==> src/rtl/servo_pkg.sv <==
// Shared servo definitions: default pulse geometry, datapath widths and the
// decoder FSM state encoding.
package servo_pkg;

  localparam int unsigned MIN_DC_DEF    = 25_000;
  localparam int unsigned MAX_DC_DEF    = 125_000;
  localparam int unsigned ANGLE_MAX_DEF = 90;
  localparam int unsigned TIMEOUT_DEF   = 2_000_000;

  localparam int ANGLE_W = 16;
  localparam int HIGH_W  = 20;
  localparam int TMO_W   = 22;

  typedef enum logic [2:0] {
    ST_ARM,
    ST_WAIT_RISE,
    ST_MEASURE,
    ST_COMPUTE,
    ST_DONE
  } dec_state_e;

  function automatic logic [31:0] clamp_u32(input logic [31:0] v,
                                            input logic [31:0] lo,
                                            input logic [31:0] hi);
    logic [31:0] r;
    r = v;
    if (v < lo) r = lo;
    else if (v > hi) r = hi;
    return r;
  endfunction

endpackage

==> src/rtl/pwm_angle_decoder_if.sv <==
// Signal bundle between the PWM angle decoder and its consumer.
interface pwm_angle_decoder_if;
  import servo_pkg::*;

  logic                pwm_in;
  logic [ANGLE_W-1:0]  absolute_angle;
  logic                is_negative;
  logic [HIGH_W-1:0]   high_cycles;
  logic                angle_valid;
  logic                signal_lost;
  logic                pulse_error;

  modport master (
    input  pwm_in,
    output absolute_angle, is_negative, high_cycles,
    output angle_valid, signal_lost, pulse_error
  );

  modport slave (
    output pwm_in,
    input  absolute_angle, is_negative, high_cycles,
    input  angle_valid, signal_lost, pulse_error
  );

endinterface

==> src/rtl/seq_divider.sv <==
// 32-bit restoring divider, one quotient bit per cycle; done pulses exactly
// 32 cycles after start. The first bit is resolved on the start edge itself.
module seq_divider (
  input  logic        clk,
  input  logic        rst_n,
  input  logic        start,
  input  logic [31:0] dividend,
  input  logic [31:0] divisor,
  output logic [31:0] quotient,
  output logic        done
);

  logic [31:0] rem_q, rem_d, rem_in;
  logic [31:0] quo_q, quo_d, quo_in;
  logic [32:0] shifted;
  logic [4:0]  cnt_q;
  logic        busy_q;

  always_comb begin
    rem_in  = start ? 32'd0 : rem_q;
    quo_in  = start ? dividend : quo_q;
    shifted = {rem_in, quo_in[31]};
    rem_d   = shifted[31:0];
    quo_d   = {quo_in[30:0], 1'b0};
    if (shifted >= {1'b0, divisor}) begin
      rem_d = 32'(shifted - {1'b0, divisor});
      quo_d = {quo_in[30:0], 1'b1};
    end
  end

  always_ff @(posedge clk or negedge rst_n) begin
    if (!rst_n) begin
      rem_q  <= '0;
      quo_q  <= '0;
      cnt_q  <= '0;
      busy_q <= 1'b0;
      done   <= 1'b0;
    end else begin
      done <= 1'b0;
      if (start) begin
        rem_q  <= rem_d;
        quo_q  <= quo_d;
        cnt_q  <= 5'd31;
        busy_q <= 1'b1;
      end else if (busy_q) begin
        rem_q <= rem_d;
        quo_q <= quo_d;
        cnt_q <= cnt_q - 5'd1;
        if (cnt_q == 5'd1) begin
          busy_q <= 1'b0;
          done   <= 1'b1;
        end
      end
    end
  end

  assign quotient = quo_q;

endmodule

==> src/rtl/pwm_angle_decoder.sv <==
// Measures servo PWM high time and converts it to a signed-magnitude angle.
//   state      | meaning
//   ARM        | after reset, wait for a low input so a partial pulse is skipped
//   WAIT_RISE  | idle, waiting for the next synchronized rising edge
//   MEASURE    | counting high cycles until the falling edge
//   COMPUTE    | clamp, centre and divide the latched high time
//   DONE       | one cycle: angle outputs updated, angle_valid high
module pwm_angle_decoder
  import servo_pkg::*;
#(
  parameter int unsigned MIN_DC         = MIN_DC_DEF,
  parameter int unsigned MAX_DC         = MAX_DC_DEF,
  parameter int unsigned ANGLE_MAX      = ANGLE_MAX_DEF,
  parameter int unsigned TIMEOUT_CYCLES = TIMEOUT_DEF
) (
  input logic             clk,
  input logic             rst_a_n,
  pwm_angle_decoder_if.master bus
);

  localparam logic [31:0] MIN_W      = 32'(MIN_DC);
  localparam logic [31:0] MAX_W      = 32'(MAX_DC);
  localparam logic [31:0] CENTER     = 32'((MIN_DC + MAX_DC) / 2);
  localparam logic [31:0] HALF       = 32'((MAX_DC - MIN_DC) / 2);
  localparam logic [31:0] ANGLE_W32  = 32'(ANGLE_MAX);
  localparam logic [HIGH_W-1:0] GLITCH_MIN = HIGH_W'(MIN_DC / 2);
  localparam logic [HIGH_W-1:0] OVER_MAX   = HIGH_W'(2 * MAX_DC);
  localparam logic [HIGH_W-1:0] HIGH_SAT   = '1;
  localparam logic [TMO_W-1:0]  TMO_LIMIT  = TMO_W'(TIMEOUT_CYCLES);
  localparam logic [TMO_W-1:0]  TMO_SAT    = '1;

  dec_state_e state_q, state_d;

  logic sync1, pwm_s, pwm_prev;
  logic rise, fall;
  logic [HIGH_W-1:0] high_cnt, h_q;
  logic [TMO_W-1:0]  tmo_q, tmo_d;
  logic pulse_ok, pulse_bad, div_start_q, div_done;
  logic [31:0] h32, hc, diff, numer, quotient;
  logic sign;

  logic [ANGLE_W-1:0] angle_q;
  logic               neg_q, lost_q, err_q;
  logic [HIGH_W-1:0]  high_q;

  // Synchronizer and edge history reset high: a pin that is already high at
  // reset release then looks like a continuing pulse, never a rising edge.
  always_ff @(posedge clk or negedge rst_a_n) begin
    if (!rst_a_n) begin
      sync1    <= 1'b1;
      pwm_s    <= 1'b1;
      pwm_prev <= 1'b1;
    end else begin
      sync1    <= bus.pwm_in;
      pwm_s    <= sync1;
      pwm_prev <= pwm_s;
    end
  end

  assign rise = pwm_s & ~pwm_prev;
  assign fall = ~pwm_s & pwm_prev;

  always_comb begin
    state_d   = state_q;
    pulse_ok  = 1'b0;
    pulse_bad = 1'b0;
    unique case (state_q)
      ST_ARM:       if (!pwm_s) state_d = ST_WAIT_RISE;
      ST_WAIT_RISE: if (rise) state_d = ST_MEASURE;
      ST_MEASURE: begin
        if (fall) begin
          if (high_cnt < GLITCH_MIN || high_cnt > OVER_MAX) begin
            pulse_bad = 1'b1;
            state_d   = ST_WAIT_RISE;
          end else begin
            pulse_ok = 1'b1;
            state_d  = ST_COMPUTE;
          end
        end
      end
      ST_COMPUTE: begin
        if (fall) pulse_bad = 1'b1;
        if (div_done) state_d = ST_DONE;
      end
      ST_DONE:      state_d = ST_WAIT_RISE;
      default:      state_d = ST_ARM;
    endcase
  end

  always_ff @(posedge clk or negedge rst_a_n) begin
    if (!rst_a_n) state_q <= ST_ARM;
    else          state_q <= state_d;
  end

  always_ff @(posedge clk or negedge rst_a_n) begin
    if (!rst_a_n) begin
      high_cnt    <= '0;
      h_q         <= '0;
      div_start_q <= 1'b0;
    end else begin
      div_start_q <= pulse_ok;
      if (state_q == ST_WAIT_RISE && rise) high_cnt <= HIGH_W'(1);
      else if (state_q == ST_MEASURE && pwm_s && high_cnt != HIGH_SAT)
        high_cnt <= high_cnt + HIGH_W'(1);
      if (pulse_ok) h_q <= high_cnt;
    end
  end

  always_comb begin
    h32   = {{(32-HIGH_W){1'b0}}, h_q};
    hc    = clamp_u32(h32, MIN_W, MAX_W);
    sign  = hc < CENTER;
    diff  = sign ? (CENTER - hc) : (hc - CENTER);
    numer = diff * ANGLE_W32;
  end

  seq_divider u_div (
    .clk      (clk),
    .rst_n    (rst_a_n),
    .start    (div_start_q),
    .dividend (numer),
    .divisor  (HALF),
    .quotient (quotient),
    .done     (div_done)
  );

  // The rise is seen one cycle after pwm_s goes high, so that cycle already counts.
  always_comb begin
    tmo_d = tmo_q;
    if (rise)                tmo_d = TMO_W'(1);
    else if (tmo_q != TMO_SAT) tmo_d = tmo_q + TMO_W'(1);
  end

  always_ff @(posedge clk or negedge rst_a_n) begin
    if (!rst_a_n) begin
      tmo_q   <= '0;
      lost_q  <= 1'b1;
      err_q   <= 1'b0;
      angle_q <= '0;
      neg_q   <= 1'b0;
      high_q  <= '0;
    end else begin
      tmo_q <= tmo_d;
      err_q <= pulse_bad;
      if (state_q == ST_COMPUTE && div_done) begin
        angle_q <= quotient[ANGLE_W-1:0];
        neg_q   <= sign && (quotient != 32'd0);
        high_q  <= h_q;
        lost_q  <= 1'b0;
      end else if (tmo_d == TMO_LIMIT) begin
        lost_q <= 1'b1;
      end
    end
  end

  assign bus.absolute_angle = angle_q;
  assign bus.is_negative    = neg_q;
  assign bus.high_cycles    = high_q;
  assign bus.angle_valid    = (state_q == ST_DONE);
  assign bus.signal_lost    = lost_q;
  assign bus.pulse_error    = err_q;

endmodule

==> src/flat_wrapper.sv <==
// flat-port wrapper written by rule: the top's interface ports become plain ports
module pwm_angle_decoder_flat import servo_pkg::*;
#(
  parameter int unsigned MIN_DC         = MIN_DC_DEF,
  parameter int unsigned MAX_DC         = MAX_DC_DEF,
  parameter int unsigned ANGLE_MAX      = ANGLE_MAX_DEF,
  parameter int unsigned TIMEOUT_CYCLES = TIMEOUT_DEF
)
  (clk, rst_a_n, bus_pwm_in, bus_absolute_angle, bus_is_negative, bus_high_cycles, bus_angle_valid, bus_signal_lost, bus_pulse_error);
  pwm_angle_decoder_if bus_i ();
  input logic clk;
  input logic rst_a_n;
  input wire logic [$bits(bus_i.pwm_in)-1:0] bus_pwm_in;
  output wire logic [$bits(bus_i.absolute_angle)-1:0] bus_absolute_angle;
  output wire logic [$bits(bus_i.is_negative)-1:0] bus_is_negative;
  output wire logic [$bits(bus_i.high_cycles)-1:0] bus_high_cycles;
  output wire logic [$bits(bus_i.angle_valid)-1:0] bus_angle_valid;
  output wire logic [$bits(bus_i.signal_lost)-1:0] bus_signal_lost;
  output wire logic [$bits(bus_i.pulse_error)-1:0] bus_pulse_error;
  assign bus_i.pwm_in = bus_pwm_in;
  assign bus_absolute_angle = bus_i.absolute_angle;
  assign bus_is_negative = bus_i.is_negative;
  assign bus_high_cycles = bus_i.high_cycles;
  assign bus_angle_valid = bus_i.angle_valid;
  assign bus_signal_lost = bus_i.signal_lost;
  assign bus_pulse_error = bus_i.pulse_error;
  pwm_angle_decoder #(.MIN_DC(MIN_DC), .MAX_DC(MAX_DC), .ANGLE_MAX(ANGLE_MAX), .TIMEOUT_CYCLES(TIMEOUT_CYCLES)) u_core (.clk(clk), .rst_a_n(rst_a_n), .bus(bus_i));
endmodule
==> config.mk <==
export PLATFORM = sky130hd
export DESIGN_NAME = pwm_angle_decoder_flat
export DESIGN_NICKNAME = d
export VERILOG_FILES = /design/src/rtl/servo_pkg.sv /design/src/rtl/pwm_angle_decoder_if.sv /design/src/rtl/seq_divider.sv /design/src/rtl/pwm_angle_decoder.sv /design/src/flat_wrapper.sv
export SDC_FILE = /design/constraint.sdc
export NUM_CORES = 1
export LEC_CHECK = 0
export CAP_MARGIN = 40
export CORE_MARGIN = 3
export CORE_UTILIZATION = 57
export DETAILED_ROUTE_END_ITERATION = 7
export PLACE_DENSITY = 0.79
export SETUP_SLACK_MARGIN = 0.3
export SYNTH_ARGS = -nofsm -noshare
export SYNTH_HDL_FRONTEND = slang
export SYNTH_SLANG_ARGS = --single-unit
==> constraint.sdc <==
create_clock -name clk -period 6.6 [get_ports clk]
set_input_delay 1.32 -clock clk [delete_from_list [all_inputs] [get_ports clk]]
set_output_delay 1.32 -clock clk [all_outputs]
set_load 0.05 [all_outputs]
# ---- After elaboration in Yosys (flattened, before gate mapping)
# Cells that the tools add are included.
dict set report classes {
  bitwise 4
  n_mux 38
  n_mul 1
  order_cmp 6
  eq_ne 12
  reduce_logical 12
  addsub 6
}
# operator n
set ops {}
lappend ops {{two-way mux 32 bit} 9}
lappend ops {{two-way mux 20 bit} 3}
lappend ops {{two-way mux 22 bit} 2}
lappend ops {{greater-or-equal comparator 33 x 16 -> 1 bit (second input constant)} 1}
lappend ops {{less-than comparator 32 x 17 -> 1 bit (second input constant)} 1}
lappend ops {{multiplier 32 x 6 -> 31 bit (second input constant)} 1}
lappend ops {{nonzero test 32 bit} 1}
lappend ops {{subtractor 17 x 32 -> 32 bit (first input constant)} 1}
lappend ops {{subtractor 32 x 16 -> 32 bit (second input constant)} 1}
lappend ops {{subtractor 32 x 17 -> 32 bit (second input constant)} 1}
lappend ops {{adder 22 x 1 -> 22 bit (second input constant)} 1}
lappend ops {{== test 22 x 21 -> 1 bit (second input constant)} 1}
lappend ops {{!= test 22 bit (second input constant)} 1}
lappend ops {{adder 20 x 1 -> 20 bit (second input constant)} 1}
lappend ops {{> comparator 20 x 17 -> 1 bit (second input constant)} 1}
lappend ops {{> comparator 20 x 18 -> 1 bit (second input constant)} 1}
lappend ops {{less-than comparator 20 x 14 -> 1 bit (second input constant)} 1}
lappend ops {{less-than comparator 20 x 15 -> 1 bit (second input constant)} 1}
lappend ops {{!= test 20 bit (second input constant)} 1}
lappend ops {{two-way mux 1 bit} 15}
lappend ops {{one-hot mux 3 bit (5 select lines)} 1}
lappend ops {{two-way mux 3 bit} 4}
lappend ops {{two-way mux 5 bit} 2}
lappend ops {{== test 3 x 2 -> 1 bit (second input constant)} 2}
lappend ops {{15 further kinds} 25}
dict set report word_totals {
  reg_bits 179
  input_bits 3
}

# ---- Logic depth before layout (Yosys ltp)
# Gate-level depths: netlist of the first run.
dict set report logic_depth {
  ltp_word 11
  ltp_mapped 31
  mapped_depth_nobuf 28
}

# ---- Cells and area by module
# From an unflattened synthesis of the first run, not the netlist that was laid out.
dict set report hier_totals {
  cells_unflattened 1671
  area_unflattened_um2 14413.8
}
# mod cells_each area_each_um2 instances
set by_module_without_submodules {}
lappend by_module_without_submodules {pwm_angle_decoder 1066 9073.7 1}
lappend by_module_without_submodules {seq_divider 605 5340.1 1}

# ---- Worst setup path before layout of the first run
# Ideal clock, no wire load.
dict set report synth_timing {
  path_kind {flip-flop to flip-flop}
  startpoint {register u_core.h_q[12]}
  endpoint {register u_core.u_div.quo_q[29], in the netlist u_core.u_div.quotient[29]}
  required_time_ns 6.480
  setup_slack_ns -0.491
  path_stages_with_launch 30
  path_buffers 4
  arrival_ns 6.971
  period_less_slack_ns 7.091
  cell_sequence {dfrtp_1 buf_2 or4_1 a2111oi_2 and2_1 buf_6 a21oi_2 buf_2 nand2b_1 ha_1 and3_1 clkbuf_1 nand2_1 o41ai_2 a41oi_1 xor2_1 ha_1 inv_1 fa_1 fa_1 inv_1 ha_1 nand2_1 o21ai_0 a2111oi_0 o31ai_1 a31oi_2 o221ai_1 a211o_1 a31o_2}
}
dict set report synth_via {
  elab_chain_len 9
}
# item line
set synth_rtl {}
lappend synth_rtl {{start: declaration} pwm_angle_decoder.sv:36} ;# logic [HIGH_W-1:0] high_cnt, h_q;
lappend synth_rtl {{start signal: assignment} pwm_angle_decoder.sv:105} ;# if (pulse_ok) h_q <= high_cnt;
lappend synth_rtl {{> comparator 20 x 17 -> 1 bit} servo_pkg.sv:28} ;# else if (v > hi) r = hi;
lappend synth_rtl {{two-way mux 20 bit} servo_pkg.sv:28}
lappend synth_rtl {{two-way mux 32 bit *} servo_pkg.sv:27} ;# if (v < lo) r = lo;
lappend synth_rtl {{subtractor 32 x 17 -> 32 bit (tied with other cells)} pwm_angle_decoder.sv:113} ;# diff = sign ? (CENTER - hc) : (hc - CENTER);
lappend synth_rtl {{two-way mux 32 bit *} pwm_angle_decoder.sv:113}
lappend synth_rtl {{multiplier 32 x 6 -> 31 bit *} pwm_angle_decoder.sv:114} ;# numer = diff * ANGLE_W32;
lappend synth_rtl {{two-way mux 32 bit *} seq_divider.sv:21} ;# quo_in = start ? dividend : quo_q;
lappend synth_rtl {{two-way mux 32 bit} seq_divider.sv:45} ;# end else if (busy_q) begin
lappend synth_rtl {{two-way mux 32 bit *} seq_divider.sv:40} ;# if (start) begin
lappend synth_rtl {{end signal: assignment} seq_divider.sv:42} ;# quo_q <= quo_d;
lappend synth_rtl {{end signal: assignment} seq_divider.sv:47} ;# quo_q <= quo_d;
lappend synth_rtl {{end: declaration} seq_divider.sv:14} ;# logic [31:0] quo_q, quo_d, quo_in;
# Every way passes the cells marked *; elsewhere a longest branch is shown, timed or not. The select of a mux whose other input is x is not followed.
# A chain may end at the register's enable or synchronous reset.

# ---- Worst setup path in the final report of the first run
dict set report layout_timing {
  startpoint {register u_core.h_q[18]}
  endpoint {register u_core.u_div.quo_q[29], in the netlist u_core.u_div.quotient[29]}
}
# Same word-level chain as after synthesis.

==> metrics.md, run 1 <==
| Metric | Value |
|---|---|
| Status | finished, final reports clean |
| CTS sink count | approximately 180 |
| Antenna violations before repair | 0 |
| DRT antenna net count | 0 |
| Tcrit/Tclk final | just under 100% |
| Ys flop type | dfrtp_1 |
| Starting Density | between 50% and 60% |
| FF+latch count, synth | about 180 |
| Reg-to-reg startpoint | u_core.h_q[18]$_DFFE_PN0P_ |
| Clk buf depth | 2 |
| Unrepaired setup endpoints after global routing | true |
| Total Die Area | approximately 24000 µm² |
| Final setup fails | 0 |
| Max Cap Viol | 0 |
| Tot GR Track Use | ~25% |
| Nets | 1644 |
| Register area | around 4500 µm² |
| Total routed wirelength | 30500 µm |
| CTS tree | done |
| Remaining Overflow, GRT | 0 |
| Mapped Cells | roughly 1500 |
| Avg Synthesized Cell Area | roughly 9 µm² |
| Synth cell types | 82 |
| Reg2reg setup slack | ~0.22 ns |
| Vias per cell | approximately 6 |
| Post-route non-filler standard cell count | ~1800 |
| CP Max Fanout | 6 |
| Minimum clock period | 6.38 ns |
| Post-synth top area cell | dfrtp_1 |
| First-pass GRT wire length | roughly 50000 µm |
| # rows | between 50 and 60 |
| Synth async-reset ratio | 100% |
| CTS Root Cell | clkbuf_16 |
| Pwr per Cell Area | roughly 170 nW/µm² |
| Critical Path Max Stage Delay | 0.54 ns |
| Cell family with most CP delay | compound AO/OA/AOI/OAI gates |
| Pins Over Slew Limit | 0 |
| Final hold violation count | 0 |
| Max Clk Rate | between 0.15 and 0.2 GHz |
| Synth-to-layout area growth | 16.4% |
| VDD IR max | around 0.00015 V |
| Horiz. Die Dim | roughly 160 µm |
| Cell area after placement | between 10000 and 15000 µm² |
| Most instantiated cells after synthesis | 198 x nand2_1, 175 x dfrtp_1, 141 x inv_1 |
| Worst Setup Path Type | flop to flop |
| Most common cell in the netlist | nand2_1 |
| Placed cells | roughly 1800 |
| Cts hold-fix bufs | 0 |
| Share of cells above drive strength 1 | between 10% and 20% |
| Num CTS Buffers | 17 |
| Largest net degree at the start of global routing | 93 |
| Routability cong. | just over 0.9 |
| Slew @ Worst Pin | approximately 0.9 ns |
| Clock Latency Late Sink | ~0.45 ns |
| IO Pins | between 40 and 50 |
| Vias in the first global route | approximately 11000 |
| Design Area, Final | ~15000 µm² |
| Worst Setup SP | u_core.h_q[18]$_DFFE_PN0P_ |
| Synth area leaders | dfrtp_1 34%, ha_1 7.3%, fa_1 6.7% |
| Multi-input gate area | approximately 8100 µm² |
| Hold Crit Start | u_core.sync1$_DFF_PN1_ |
| Die H | between 150 and 200 µm |
| # DRC | 0 |
| First-pass DRT Iterations | 6 |
| Wire length per cell | approximately 17 µm |
| Area of the core | approximately 22000 µm² |
| Hold Path Class | flop to flop |
| Clk pin slew, worst setup/hold paths | ~0.09 ns |
| Clock skew | 0.0187 ns |
| CP max-delay cell | or4_1 |
| Worst EP arrival | around 6.7 ns |
| Vias | 10600 |
| Yosys warns | 0 |
| Worst setup SP type | flop |
| Port Buf Inserts | 42 |
| Final HPWL from detailed placement | 21800 µm |
| Setup TNS | 0 ns |
| CP Capture Type | flop |
| Top-area cell type share of the netlist area | 34.0% |
| # diodes | 0 |
| Slew Limit Headroom | 40.9% |
| Worst path bufs/invs | 3 |
| Mapped Area | 12900 µm² |
| Lkg Pwr | between 6 and 7 nW |
| DRC marker count from the first detailed-route iteration | ~830 |
| Post-synth EDFFs | 0 |
| Critical path required time | slightly below 7 ns |
| Post-synthesis sequential area ratio | between 30% and 40% |
| Fillers | between 1500 and 2000 |
| H-tree Lvls | 4 |
## where the power goes
| part | internal [mW] | switching (mW) |
|---|---|---|
| Clock | 0.523 | 0.546 |
| Sequential | 1.12 | 0.0450 |
| Combinational | 0.136 | 0.196 |
| Total | 1.78 | 0.786 |
## stage by stage
step / total power [mW] / utilization (%) / worst slack, ns / hold WS [ns]
4_1_cts: 2.56 / 66.8 / 0.271 / 0.360
3_3_place_gp: 1.47 / 63.2 / 0.181 / 0.346
3_5_place_dp: 1.48 / 63.5 / 0.0571 / 0.347
6_report: 2.57 / 68.0 / 0.219 / 0.359
5_1_grt: 2.67 / 68.0 / -0.0805 / 0.365
2_1_floorplan: 1.40 / - / 0.155 / 0.345
## cells in the final DEF (no fill, tap or decap), types with 31 or more instances in the layout
cell | netlist | final
ha_1 | 75 | 64
mux2i_1 | 31 | 31
fa_1 | 43 | 43
o21ai_0 | 64 | 55
clkdlybuf4s50_1 | 0 | 41
nand3_1 | 38 | 37
dfrtp_1 | 175 | 172
xnor2_1 | 51 | 50
xor2_1 | 36 | 36
a21oi_1 | 67 | 58
buf_4 | 1 | 57
nor2_1 | 106 | 104
inv_1 | 141 | 136
nand2_1 | 198 | 196
## worst paths after layout
path	to	cells after the start
min in group asynchronous	u_core.tmo_q[8]$_DFF_PN0_	1
worst max register to register	u_core.u_div.quotient[29]$_DFFE_PN0P_	26
worst min-delay path	u_core.pwm_s$_DFF_PN1_	0
max in group asynchronous	u_core.h_q[5]$_DFFE_PN0P_	2
worst max-delay path	u_core.u_div.quotient[29]$_DFFE_PN0P_	26
worst min register to register	u_core.pwm_s$_DFF_PN1_	0
## metal layers
| layer | vias to the layer above | GRT usage, % | share of wire, % |
|---|---|---|---|
| met5 | - | 0 | 0 |
| li1 | 5133 | - | - |
| met3 | 67 | 3.43 | 4.1 |
| met2 | 282 | 43.3 | 49 |
| met1 | 5154 | 34.1 | 44 |
| met4 | 0 | 7.63 | 2.2 |
## repair_timing
| action | 4_1_cts | 5_1_grt |
|---|---|---|
| buffers inserted | 6 | 13 |
| pin swaps | 14 | 12 |
| resized for setup | 15 | 49 |
| setup endpoints to repair | 12 | 14 |
## cells by family after synthesis
logic type / after synthesis / synth area share [%]
flip-flops: 179 / 34.9
adder cells (fa/ha/maj): 118 / 14.0
buffers and inverters: 205 / 6.15
AO/OA/AOI/OAI: 293 / 15.1
other: 1 / 0.0291
AND/OR/NAND/NOR: 513 / 19.3
XOR/XNOR: 87 / 5.92
multiplexers: 57 / 4.69
## area by class of cell
| type | instances | share of cell area [%] |
|---|---|---|
| Sequential cell | 179 | 30.0 |
| Clock buffer | 17 | 2.84 |
| Multi-Input combinational cell | 1081 | 53.8 |
| Timing Repair Buffer | 103 | 6.19 |
| Inverter | 141 | 3.53 |
| Clock inverter | 15 | 1.33 |
| Tap cell | 280 | 2.34 |
## registers in the layout (all words and copies together), names as in the netlist, 3 cells and up
register,count
u_core.bus.absolute_angle,16
u_core.bus.high_cycles,20
u_core.h_q,20
u_core.high_cnt,20
u_core.state_q,3
u_core.tmo_q,22
u_core.u_div.cnt_q,5
u_core.u_div.quotient,32
u_core.u_div.rem_q,32
Power figures use the tool's default switching activity.
==> run 2: changes to the inputs <==
--- a/config.mk
+++ b/config.mk
@@ -13,4 +13,5 @@
 export SETUP_SLACK_MARGIN = 0.3
 export SYNTH_ARGS = -nofsm -noshare
 export SYNTH_HDL_FRONTEND = slang
+export SYNTH_HIERARCHICAL = 1
 export SYNTH_SLANG_ARGS = --single-unit
==> run 2 against run 1 <==
The run now ends with setup timing left. Via count is 30% higher. Clock power hardly changed. Critical path depth rose by 12. Worst setup slack worse by 1.8 ns. Routed wire length increased by 42%. Synthesized cell count is 15% higher. Fmax is 22% lower. Power up 6.0%. Sequential share of layout area fell by 5.6 points. Critical path type unchanged. Critical endpoint is now u_core/u_div/rem_q[28]$_DFFE_PN0P_. Highest routed layer unchanged.
==> metrics.md, run 2 <==
| Metric | Value |
|---|---|
| Status | complete, but fails checks |
| Violated checks | setup timing |
| Simple logic cell fraction of the synthesized area | 19.5% |
| Reg-to-reg startpoint | u_core/h_q[15]$_DFFE_PN0P_ |
| Ys flop type | dfrtp_1 |
| Final hold violation count | 0 |
| Crit path top cell by count | ha_4 |
| Port Buf Inserts | 42 |
| Mux contribution to synthesized area | between 4 and 5% |
| First-pass DRT Iterations | 6 |
| Tot GR Track Use | 28.7% |
| Combinational fraction of design power | 17.1% |
| # rows | between 50 and 60 |
| Horiz. Die Dim | roughly 170 µm |
| P_sw | about 850 µW |
| Vias in the first global route | about 13000 |
| Mapped Area | approximately 14000 µm² |
| Share of cells above drive strength 1 | a little under a quarter |
| # DRC | 0 |
| Placed cells | 2191 |
| Post-synthesis sequential area ratio | between 30% and 40% |
| Synth cell types | 87 |
| Top-area cell type share of the netlist area | between 30% and 40% |
| Final Core Density | ~75% |
| CTS tree | done |
| Most frequent cells in the layout | 217 x nand2_1, 210 x buf_4, 173 x dfrtp_1 |
| Slew Limit Headroom | 41.3% |
| Vias per cell | between 6 and 7 |
| IO Pins | 43 |
| Minimum clock period | around 8.1 ns |
| Power share of the clock group | 39.7% |
| Max Cap Viol | 0 |
| Post-route non-filler standard cell count | 2270 |
| GR Util met3 | 5.09% |
| Remaining Overflow, GRT | 0 |
| DRT antenna net count | 0 |
| Critical Path Max Stage Delay | around 0.59 ns |
| Total routed wirelength | ~43000 µm |
| Pins Over Slew Limit | 0 |
| Largest net degree at the start of global routing | 85 |
| Met1 Track Usage GR | roughly 37% |
| Antenna violations before repair | 0 |
| Post-synth top area cell | dfrtp_1 |
| Routability cong. | about 0.95 |
| Worst EP arrival | approximately 8.5 ns |
| P_int | around 1.9 mW |
| Starting Density | about three fifths |
| Reg2reg setup slack | -1.54 ns |
| End of the critical path | u_core/u_div/rem_q[28]$_DFFE_PN0P_ |
| CP max-delay cell | or4_4 |
| Hold Path Class | flop to flop |
| Post-Synth Adder-Cell Area | approximately 14% |
| Top Usage Layer GRT | met2 |
| CTS sink count | 179 |
| Vias | about 14000 |
| Tcrit/Tclk final | 123% |
| Max Clk Rate | 0.123 GHz |
| Die H | around 170 µm |
| Pwr per Cell Area | approximately 150 nW/µm² |
| # diodes | 0 |
| Most instantiated cells after synthesis | 222 x nand2_1, 175 x dfrtp_1, 155 x inv_1 |
| Post-synth EDFFs | 0 |
| Reg-to-Reg End | u_core/u_div/rem_q[28]$_DFFE_PN0P_ |
| Slew @ Worst Pin | 0.875 ns |
| H-tree Lvls | 4 |
| CTS Root Cell | clkbuf_16 |
| Sw Ratio | just over 30% |
| Clk buf depth | 2 |
| CP Max Fanout | 8 |
| Tot Pwr | ~2.7 mW |
| Worst setup SP type | flop |
| Clk pin slew, worst setup/hold paths | roughly 0.080 ns |
| Final WS setup | -1.54 ns |
| Unrepaired setup endpoints after global routing | true |
| Clock Latency Late Sink | ~0.46 ns |
| Worst Setup Path Type | flop to flop |
| Mapped Cells | 1671 |
| Avg Synthesized Cell Area | between 8 and 9 µm² |
| First-pass GRT wire length | 63600 µm |
| Most common cell in the netlist | nand2_1 |
| Area of the core | around 25000 µm² |
| Clock skew | 0.0186 ns |
| R2R cell count | 38 |
| Wire length per cell | approximately 19 µm |
| DRC marker count from the first detailed-route iteration | approximately 1600 |
| Critical path required time | slightly below 7 ns |
| Synth area leaders | dfrtp_1 30%, ha_1 9.6%, nand2_1 5.8% |
| VDD IR max | between 0.0001 and 0.00015 V |
| Cts hold-fix bufs | 0 |
| Sequential power share | 43.1% |
| GRT met2 Usage | 48.0% |
| Synth Area in XOR/XNOR | under 10% |
| Main combinational cell family by area after synthesis | simple AND/OR/NAND/NOR gates |
| Synth-to-layout area growth | 27.8% |
| Total Die Area | between 20000 and 30000 µm² |
| FF+latch count, synth | roughly 180 |
| Synth async-reset ratio | 100% |
| Lkg Pwr | between 8 and 9 nW |
| Worst Setup SP | u_core/h_q[15]$_DFFE_PN0P_ |
| CP Capture Type | flop |
| Final HPWL from detailed placement | 25400 µm |
| Num CTS Buffers | 17 |
| Most common cell after layout, fill and taps aside | nand2_1 |
| Yosys warns | 6 |
| Nets | 2081 |
| Compound-cell area share of the yosys netlist | roughly 16% |
| Hold Slack | between 0.3 and 0.4 ns |
| Final setup fails | 34 |
run 2: changes by cell type in the layout (fill, tap and decap cells not counted), moves of 21 or more:
cell	before	now
nand2_1	196	217
conb_1	13	46
buf_4	57	210
ha_1	64	85
run 2: metal layers:
layer,vias to the layer above,part of all wire [%]
met3,236,7.0
met2,750,49
met5,-,0
li1,6256,-
met1,6593,39
met4,0,5.4
run 2: logic make-up (layout without fill, tap and decap cells):
logic type	after synthesis	in the layout
AND/OR/NAND/NOR	566	569
AO/OA/AOI/OAI	356	357
buffers and inverters	229	456
flip-flops	179	179
adder cells (fa/ha/maj)	145	145
XOR/XNOR	127	127
multiplexers	67	67
other	2	46
run 2: power by group through the flow:
stage	Sequential, mW	Clock (mW)	Combinational (mW)
2_1_floorplan	1.17	0	0.305
3_3_place_gp	1.19	0	0.394
3_5_place_dp	1.19	0	0.405
4_1_cts	1.17	1.08	0.418
5_1_grt	1.18	1.14	0.513
6_report	1.17	1.08	0.466
run 2: how the worst min path moves through the flow:
stage                           start                     end  slack (ns)  cells past startpoint
2_1_floorplan  u_core/sync1$_DFF_PN1_  u_core/pwm_s$_DFF_PN1_        0.35                      0
3_3_place_gp   u_core/sync1$_DFF_PN1_  u_core/pwm_s$_DFF_PN1_        0.35                      0
3_5_place_dp   u_core/sync1$_DFF_PN1_  u_core/pwm_s$_DFF_PN1_        0.35                      0
4_1_cts        u_core/sync1$_DFF_PN1_  u_core/pwm_s$_DFF_PN1_        0.36                      0
5_1_grt        u_core/sync1$_DFF_PN1_  u_core/pwm_s$_DFF_PN1_        0.36                      0
6_report       u_core/sync1$_DFF_PN1_  u_core/pwm_s$_DFF_PN1_        0.36                      0
run 2: stage by stage:
stage / setup TNS (ns) / setup slack (ns) / cell area [µm²]
2_1_floorplan: -31.15 / -1.40 / 14800
3_3_place_gp: -26.35 / -0.844 / 16600
3_5_place_dp: -32.58 / -1.09 / 16700
4_1_cts: -28.70 / -0.919 / 17800
5_1_grt: -55.96 / -1.81 / 18400
6_report: -46.99 / -1.54 / 18400
run 2: what timing repair did:
| action | 4_1_cts | 5_1_grt |
|---|---|---|
| cloned | 2 | 2 |
| setup endpoints to repair | 35 | 44 |
| resized for setup | 64 | 67 |
| buffers inserted | 21 | 22 |
| pin swaps | 52 | 67 |
run 2: critical path: cells and delay by family (launching register included):
kind	cells	cell delay, ns
fa+ha+maj	6	1.69
flops	1	0.39
xor+xnor	2	0.32
simple gates	11	2.02
buf+inv	4	0.47
mux	1	0.30
compound gates	14	2.77
run 2: layout make-up:
class | count | area, µm²
repair buffers | 268 | 2200
multi-input cells | 1311 | 10100
flip-flops and latches | 179 | 4490
clock inverters | 13 | 166
inverters | 156 | 586
clock buffers | 19 | 443
fillers | 1551 | 6190
well taps | 324 | 405
